File: config.mk
export PLATFORM = sky130hd
export DESIGN_NAME = noc_inject_arbiter
export DESIGN_NICKNAME = d
export VERILOG_FILES = /design/src/rtl/noc_inject_arbiter.sv
export SDC_FILE = /design/constraint.sdc
export NUM_CORES = 1
export LEC_CHECK = 0
export ABC_AREA = 1
export CELL_PAD_IN_SITES_DETAIL_PLACEMENT = 1
export CELL_PAD_IN_SITES_GLOBAL_PLACEMENT = 2
export CORE_MARGIN = 1
export CORE_UTILIZATION = 21
export DETAILED_ROUTE_END_ITERATION = 10
export PLACE_DENSITY = 0.86
export SYNTH_ARGS = -nofsm -noshare
export SYNTH_HDL_FRONTEND = slang
export SYNTH_SLANG_ARGS = --single-unit
export TNS_END_PERCENT = 100
File: constraint.sdc
create_clock -name clk -period 1.7 [get_ports clk]
set_input_delay 0.17 -clock clk [delete_from_list [all_inputs] [get_ports clk]]
set_output_delay 0.17 -clock clk [all_outputs]
set_load 0.03 [all_outputs]
File: src/rtl/noc_inject_arbiter.sv
// Wormhole-aware round-robin injection arbiter sharing a router's local input port among NUM_REQ requesters.
// Optional build macro NOC_INJECT_PKT_COUNT_EN adds the pkt_count / flit_count statistics outputs.
module noc_inject_arbiter #(
    parameter int LINK_WIDTHS = 8,
    parameter int NUM_REQ     = 4,
    localparam int ID_W       = $clog2(NUM_REQ)
) (
    input  logic                           clk,
    input  logic                           rst,
    input  logic [LINK_WIDTHS*NUM_REQ-1:0] req_flit_flat,
    input  logic [NUM_REQ-1:0]             req_valid,
    output logic [NUM_REQ-1:0]             req_ready,
    input  logic                           router_full,
    output logic [LINK_WIDTHS-1:0]         out_flit,
    output logic                           out_wr_en,
    output logic [ID_W-1:0]                grant_id,
    output logic                           busy,
`ifdef NOC_INJECT_PKT_COUNT_EN
    output logic [15:0]                    pkt_count,
    output logic [15:0]                    flit_count,
`endif
    output logic                           proto_err
);

    localparam logic [1:0]      FT_HEAD   = 2'b10;
    localparam logic [ID_W:0]   NUM_REQ_W = (ID_W+1)'(NUM_REQ);
    localparam logic [ID_W-1:0] LAST_ID   = ID_W'(NUM_REQ - 1);

    typedef enum logic {
        IDLE   = 1'b0,
        LOCKED = 1'b1
    } state_t;

    state_t state, state_next;

    logic [ID_W-1:0]        rr_ptr, rr_ptr_next;
    logic [ID_W-1:0]        grant_next;
    logic [ID_W-1:0]        pick;
    logic                   found;
    logic                   err_set;

    logic [LINK_WIDTHS-1:0] flit [NUM_REQ];
    logic [NUM_REQ-1:0]     cand;
    logic [NUM_REQ-1:0]     stray;

    logic [LINK_WIDTHS-1:0] owner_flit;
    logic [1:0]             owner_type;
    logic                   owner_valid;
    logic                   xfer;
    logic                   last_flit;

    // Handshake: a flit moves when req_valid[r] && req_ready[r]; ready is only ever
    // offered to the locked owner while the router is not full, and never in IDLE.
    for (genvar r = 0; r < NUM_REQ; r++) begin : g_req
        assign flit[r]      = req_flit_flat[r*LINK_WIDTHS +: LINK_WIDTHS];
        assign cand[r]      = req_valid[r] && flit[r][LINK_WIDTHS-1];
        assign stray[r]     = req_valid[r] && !flit[r][LINK_WIDTHS-1];
        assign req_ready[r] = (state == LOCKED) && (grant_id == ID_W'(r)) && !router_full;
    end

    assign owner_flit  = flit[grant_id];
    assign owner_type  = owner_flit[LINK_WIDTHS-1 -: 2];
    assign owner_valid = req_valid[grant_id];
    assign xfer        = (state == LOCKED) && owner_valid && !router_full;
    assign last_flit   = owner_type[0];
    assign busy        = (state == LOCKED);

    // Search upward from rr_ptr with wrap; the first packet-starting candidate wins.
    always_comb begin
        logic [ID_W:0] slot;
        found = 1'b0;
        pick  = '0;
        slot  = '0;
        for (int i = 0; i < NUM_REQ; i++) begin
            slot = {1'b0, rr_ptr} + (ID_W+1)'(i);
            if (slot >= NUM_REQ_W) begin
                slot = slot - NUM_REQ_W;
            end
            if (!found && cand[slot[ID_W-1:0]]) begin
                found = 1'b1;
                pick  = slot[ID_W-1:0];
            end
        end
    end

    always_comb begin
        state_next  = state;
        grant_next  = grant_id;
        rr_ptr_next = rr_ptr;
        err_set     = 1'b0;
        case (state)
            IDLE: begin
                if (|stray) begin
                    err_set = 1'b1;
                end
                if (found) begin
                    state_next = LOCKED;
                    grant_next = pick;
                end
            end
            LOCKED: begin
                if (xfer && (owner_type == FT_HEAD)) begin
                    err_set = 1'b1;
                end
                if (xfer && last_flit) begin
                    state_next  = IDLE;
                    rr_ptr_next = (grant_id == LAST_ID) ? '0 : grant_id + ID_W'(1);
                end
            end
            default: begin
                state_next = IDLE;
            end
        endcase
    end

    always_ff @(posedge clk or negedge rst) begin
        if (!rst) begin
            state     <= IDLE;
            rr_ptr    <= '0;
            grant_id  <= '0;
            proto_err <= 1'b0;
            out_wr_en <= 1'b0;
            out_flit  <= '0;
        end else begin
            state     <= state_next;
            rr_ptr    <= rr_ptr_next;
            grant_id  <= grant_next;
            proto_err <= proto_err | err_set;
            out_wr_en <= xfer;
            if (xfer) begin
                out_flit <= owner_flit;
            end
        end
    end

`ifdef NOC_INJECT_PKT_COUNT_EN
    always_ff @(posedge clk or negedge rst) begin
        if (!rst) begin
            pkt_count  <= '0;
            flit_count <= '0;
        end else if (xfer) begin
            flit_count <= flit_count + 16'd1;
            if (last_flit) begin
                pkt_count <= pkt_count + 16'd1;
            end
        end
    end
`endif

endmodule
==> flow_summary.yaml, run 1 <==
outcome:
  status: "completed"
floorplanning:
  num_rows: 27
  io_pins: 56
  die-area_mm2: 0.00633
  fp.dieH_um: 79.6
  die_w_um: 79.6
  coreArea_mm2: 0.00564
  start_util_pct: 22.4
sta:
  slew_headroom_pct: 78.2
  hold_viol_final: 0
  worst_pin_slew_ns: 0.326
  fin_skew_ns: 0.00512
  fmax_mhz: 614
  setup_violations: 0
  layout_min_cycle_time_ns: 1.63
  slew_violations: 0
  period_share_pct: 95.8
final_layout:
  syn_to_final_growth_pct: 54.9
  fin_nets: 296
  final_cell_mix: "nand2_1, clkdlybuf4s50_1, o21ai_0"
  drive_gt1_share_pct: 14.3
  final_common_cell: "nand2_1"
  diodes: 0
  postLayoutCoreUtil_pct: 34.7
clock_network:
  clockBufferDepth: 2
  cts_setup_buffers: 0
  cts_tree: "yes"
  htree_levels: 1
  clk_pin_slew_ns: 0.07
  cts_sinks: 15
  cts_hold_buf: 0
  cts_root_buf: "clkbuf_8"
  cts_buffers: 3
  clk_latency_ns: 0.25
logic_synthesis:
  synth_edf_count: 0
  syn_area_mm2: 0.00126
  syn_area_per_cell_um2: 6.55
  synth_top_area_share_pct: 29.7
  ys.flop_type: "dfrtp_1"
  ys_seq_elements: 15
  synth_seq_area_share_pct: 29.7
  synth_cells: 193
  synthXorXnorAreaFrac_pct: 0
  synthMuxAreaShare_pct: 0
  synth-compound-area-share_pct: 16.0
  yosysUniqueCellTypes: 24
  synthArstFlopShare_pct: 100
  synth-simple-area-share_pct: 40.6
  yosysTopAreaCell: "dfrtp_1"
  yosys-top-cells-area: "dfrtp_1, nand2_1, o21ai_0, nand3_1, nor2_1"
  syn_nets: 236
  synthAdderAreaFrac_pct: 3.96
  synth_top_family_by_area: "simple AND/OR/NAND/NOR gates"
  ys_warn_count: 0
hold_path:
  hold_class: "in -> async"
pwr:
  power_density_mw_per_mm2: 1570
  total_power_mw: 3.07
  leakage_nw: 0.915
  ir_worst_vdd_mv: 0.693
setup_path:
  cp_slowest_cell: "dfrtp_1"
  crit_path_end_kind: "output port"
  worstPathRequired_ns: 1.53
  cpPeakStageDelay_ns: 0.36
  critPathLaunchType: "register"
  worst-endpoint-arrival_ns: 1.46
  path_class: "reg -> out"
  cp_cell_sequence: "buf_6 -> ha_1 -> inv_1 -> nor3_2 -> buf_4"
  rrSetupSlack_ns: 0.16
  critPathMaxFanout: 22
place:
  dp_hpwl_mm: 3.35
  place_congestion: 0.828
  io_buffers: 55
global_route:
  grt_pass1_wl_mm: 7.17
  overflow: 0
  grt_pass1_vias: 1417
  antenna_found_initial: 0
  grt_max_degree: 23
  track_usage_pct: 14.7
drt:
  drtAntennaViolNets: 0
  first_pass_iters: 3
  drt_iter0_drc: 65
  wire_per_inst_um: 13.4
  remaining_drc_errors: 0
  num_vias: 1472
  routed_wl_mm: 4.34
  viasPerCell: 4.54
run:
  drv_cap: 0
metrics by stage:
step                cells  worst slack [ns]  area [um^2]  hold WS (ns)   TNS, ns
global route          324          -0.00794         1960         0.242  -0.00794
floorplan             193            0.0255         1270        -0.126         0
finish                324            0.0707         1960         0.233         0
detailed placement    320           0.00763         1890         0.473         0
global placement      320            0.0473         1890         0.466         0
CTS                   324            0.0263         1950         0.237         0
cells by family after synthesis:
kind of cell	Yosys count
compound gates	36
buf+inv	21
fa+ha+maj	4
flops	15
simple gates	117
final timing paths:
path	depth (start not counted)	to	startpoint
worst max-delay path	5	req_ready[3]	grant_id[0]
worst min-delay path	2	out_flit[4]	rst
worst max register to register	9	proto_err	grant_id[0]
worst min register to register	2	out_flit[5]	out_flit[5]
max in group asynchronous	2	rr_ptr[0]	rst
min in group clk	2	out_flit[5]	out_flit[5]
worst max-delay path: cells and delay by family, from the launching register on:
family	cells	cell delay (ns)
buffers and inverters	3	0.48
AND/OR/NAND/NOR	1	0.18
flip-flops	1	0.36
adder cells (fa/ha/maj)	1	0.19
cells in the mapped netlist (2+ instances only):
master	number
o22ai_1	9
nand2_1	70
nor2_1	18
nand3_1	16
a21oi_2	2
a21oi_1	2
o21ai_0	18
nand4_1	2
inv_1	8
nand2_2	5
inv_2	5
dfrtp_1	15
nand3_2	2
ha_1	4
buf_6	4
buf_2	2
o21ai_1	4
layout make-up:
| type | count | area, um^2 |
|---|---|---|
| clock inverter | 1 | 7.51 |
| clock buffer | 3 | 41.3 |
| sequential | 15 | 377 |
| timing repair buffer | 62 | 601 |
| fill | 712 | 3680 |
| inverter | 14 | 60.1 |
| multi-input combinational | 157 | 781 |
| tap | 72 | 90.1 |
where the power goes:
part | internal [mW] | leakage, nW | switching (mW)
Clock | 0.165 | 0.0217 | 0.135
Combinational | 0.776 | 0.712 | 1.32
Sequential | 0.513 | 0.181 | 0.158
metal layers:
metal | global-route usage, % | vias to the layer above | share of wire [%]
li1 | - | 751 | -
met1 | 22.4 | 688 | 54
met2 | 21.5 | 29 | 43
met3 | 0.686 | 4 | 2.3
met4 | 5.45 | 0 | 1.2
met5 | 0 | - | 0
timing repair:
item,CTS,global route
setup endpoints to repair,3,7
gates resized for setup,4,3
hold endpoints to repair,0,0
sequential cells by signal (all words and copies together) (netlist names):
signal	flops
busy	1
grant_id	2
out_flit	8
out_wr_en	1
proto_err	1
rr_ptr	2
(Power assumes the default switching activity.)
==> run 2, diff against run 1 <==
--- a/config.mk
+++ b/config.mk
@@ -5,13 +5,13 @@
 export SDC_FILE = /design/constraint.sdc
 export NUM_CORES = 1
 export LEC_CHECK = 0
-export ABC_AREA = 1
+export CAP_MARGIN = 40
 export CELL_PAD_IN_SITES_DETAIL_PLACEMENT = 1
 export CELL_PAD_IN_SITES_GLOBAL_PLACEMENT = 2
 export CORE_MARGIN = 1
-export CORE_UTILIZATION = 21
+export CORE_UTILIZATION = 23
 export DETAILED_ROUTE_END_ITERATION = 10
-export PLACE_DENSITY = 0.86
+export PLACE_DENSITY = 0.84
 export SYNTH_ARGS = -nofsm -noshare
 export SYNTH_HDL_FRONTEND = slang
 export SYNTH_SLANG_ARGS = --single-unit
==> flow_summary.yaml, run 2 <==
outcome:
  status: "completed"
clock_network:
  cts_setup_buffers: 0
  cts_tree: "yes"
  clockBufferDepth: 2
  clk_pin_slew_ns: 0.06
  clk_latency_ns: 0.25
  htree_levels: 1
  cts_root_buf: "clkbuf_8"
  cts_sinks: 15
  cts_hold_buf: 0
  cts_buffers: 3
drt:
  remaining_drc_errors: 0
  viasPerCell: 4.86
  drt_iter0_drc: 24
  wire_per_inst_um: 16.1
  drtAntennaViolNets: 0
  num_vias: 1005
  routed_wl_mm: 3.34
  first_pass_iters: 4
final_layout:
  top_regs: "out_flit x8, grant_id x2, rr_ptr x2"
  regMostFlops: "out_flit"
  final_cell_mix: "clkdlybuf4s50_1, buf_4, dfrtp_1"
  final_common_cell: "clkdlybuf4s50_1"
  largest_register_ffs: 8
  nFillCells: 489
  fin_nets: 199
  syn_to_final_growth_pct: 70.2
  diodes: 0
  drive_gt1_share_pct: 23.9
  fin_area_mm2: 0.00182
floorplanning:
  io_pins: 56
  coreArea_mm2: 0.00441
  fp.dieH_um: 70.2
  die_w_um: 70.2
  die-area_mm2: 0.00493
  start_util_pct: 24.3
  num_rows: 24
global_route:
  antenna_found_initial: 0
  grt_pass1_wl_mm: 5.39
  overflow: 0
  grt_max_degree: 16
  track_usage_pct: 14.3
  grt_pass1_vias: 1084
setup_path:
  critPathLaunchType: "register"
  rrSetupSlack_ns: 0.07
  path_class: "reg -> reg"
  worstPathRequired_ns: 1.83
  cp_slowest_cell: "mux4_2"
  crit_path_end_kind: "register"
  cpPeakStageDelay_ns: 0.60
  cp_cell_sequence: "mux4_2 -> nand2_4 -> mux2_2"
  critPathBufInv: 0
  critPathMaxFanout: 7
  crit_family: "multiplexers"
  worst-endpoint-arrival_ns: 1.77
sta:
  hold_viol_final: 0
  setup_violations: 0
  fmax_mhz: 612
  fin_tns_setup_ns: 0
  slew_violations: 0
  fin_skew_ns: 0.00453
  layout_min_cycle_time_ns: 1.63
  worst_pin_slew_ns: 0.393
  period_share_pct: 96.2
  slew_headroom_pct: 73.5
  rsz0062_at_grt: "false"
logic_synthesis:
  yosys-top-cells-area: "dfrtp_1, mux4_1, mux2_2, ha_1, mux4_2"
  yosysMostFrequentCell: "dfrtp_1"
  synth_cells: 85
  syn_nets: 128
  synth_seq_area_share_pct: 35.0
  ys.flop_type: "dfrtp_1"
  synth_edf_count: 0
  syn_area_mm2: 0.00107
  yosysTopAreaCell: "dfrtp_1"
  ys_warn_count: 0
  synthArstFlopShare_pct: 100
  syn_area_per_cell_um2: 12.6
  synth_top_cells_by_count: "dfrtp_1, nand2_1, mux2_2, mux4_1, and2_1"
  synth_top_area_share_pct: 35.0
  yosysUniqueCellTypes: 32
  ys_seq_elements: 15
place:
  io_buffers: 55
  dpl_cell_area_mm2: 0.00177
  dp_hpwl_mm: 2.83
  place_congestion: 0.818
pwr:
  leakage_nw: 0.777
  ir_worst_vdd_mv: 0.365
  power_density_mw_per_mm2: 1380
hold_path:
  hold_class: "in -> async"
run:
  drv_cap: 0
-- run 2: cells by family (layout without fill, tap and decap cells) --
kind of cell               Yosys count  after routing  synth area share [%]
DFF                                 15             15                  35.0
and+or+nand+nor                     28             28                  15.3
AOI/OAI and AO/OA                   15             15                  10.7
adders and majority gates            4              4                  4.67
buffers and inverters                5             75                  3.15
muxes                               18             18                  31.1
-- run 2: path summary, 6_finish.rpt --
path	from	endpoint	depth (start not counted)
worst max-delay path	grant_id[0]	out_flit[1]	3
worst min-delay path	rst	out_flit[0]	2
worst max register to register	grant_id[0]	out_flit[1]	3
worst min register to register	out_flit[7]	out_flit[7]	2
max in group asynchronous	rst	grant_id[0]	2
min in group clk	out_flit[7]	out_flit[7]	2
-- run 2: final cells by class --
class / instances / area, um^2 / area share [%]
clock buffer: 3 / 41.3 / 2.26
clock inverter: 1 / 7.51 / 0.412
inverter: 3 / 11.3 / 0.618
multi-input combinational: 65 / 669 / 36.7
sequential: 15 / 377 / 20.7
tap: 52 / 65.1 / 3.57
timing repair buffer: 68 / 652 / 35.8
-- run 2: through the flow --
| step | worst slack (ns) | hold slack [ns] | utilization, % | instances | power [mW] |
|---|---|---|---|---|---|
| 3_5_place_dp | -0.0836 | 0.471 | 40.2 | 203 | 2.25 |
| 3_3_place_gp | -0.0466 | 0.459 | 40.2 | 203 | 2.21 |
| 2_1_floorplan | -0.0109 | -0.126 | - | 85 | 1.58 |
| 6_report | 0.0652 | 0.247 | 41.3 | 207 | 2.51 |
| 4_1_cts | 0.0158 | 0.249 | 41.2 | 207 | 2.55 |
| 5_1_grt | 0.00516 | 0.280 | 41.3 | 207 | 2.68 |
-- run 2: repair_timing --
item                                    in CTS  in global routing
pin swaps                                    0                  0
endpoints found under the setup margin       1                  1
resized for setup                            1                  1
-- run 2: layer usage --
| metal | vias up | share of wire (%) | track usage (%) |
|---|---|---|---|
| met1 | 491 | 40 | 15.4 |
| met2 | 35 | 53 | 26.0 |
| met5 | - | 0 | 0 |
| met4 | 0 | 1.8 | 6.67 |
| met3 | 4 | 5.0 | 3.32 |
| li1 | 475 | - | - |
-- run 2: report_power, final --
group | internal [mW] | switching [mW] | total [mW] | leakage [nW]
clock | 0.165 | 0.127 | 0.291 | 0.0217
combinational | 0.796 | 0.757 | 1.55 | 0.578
sequential | 0.518 | 0.145 | 0.663 | 0.177
total | 1.48 | 1.03 | 2.51 | 0.777
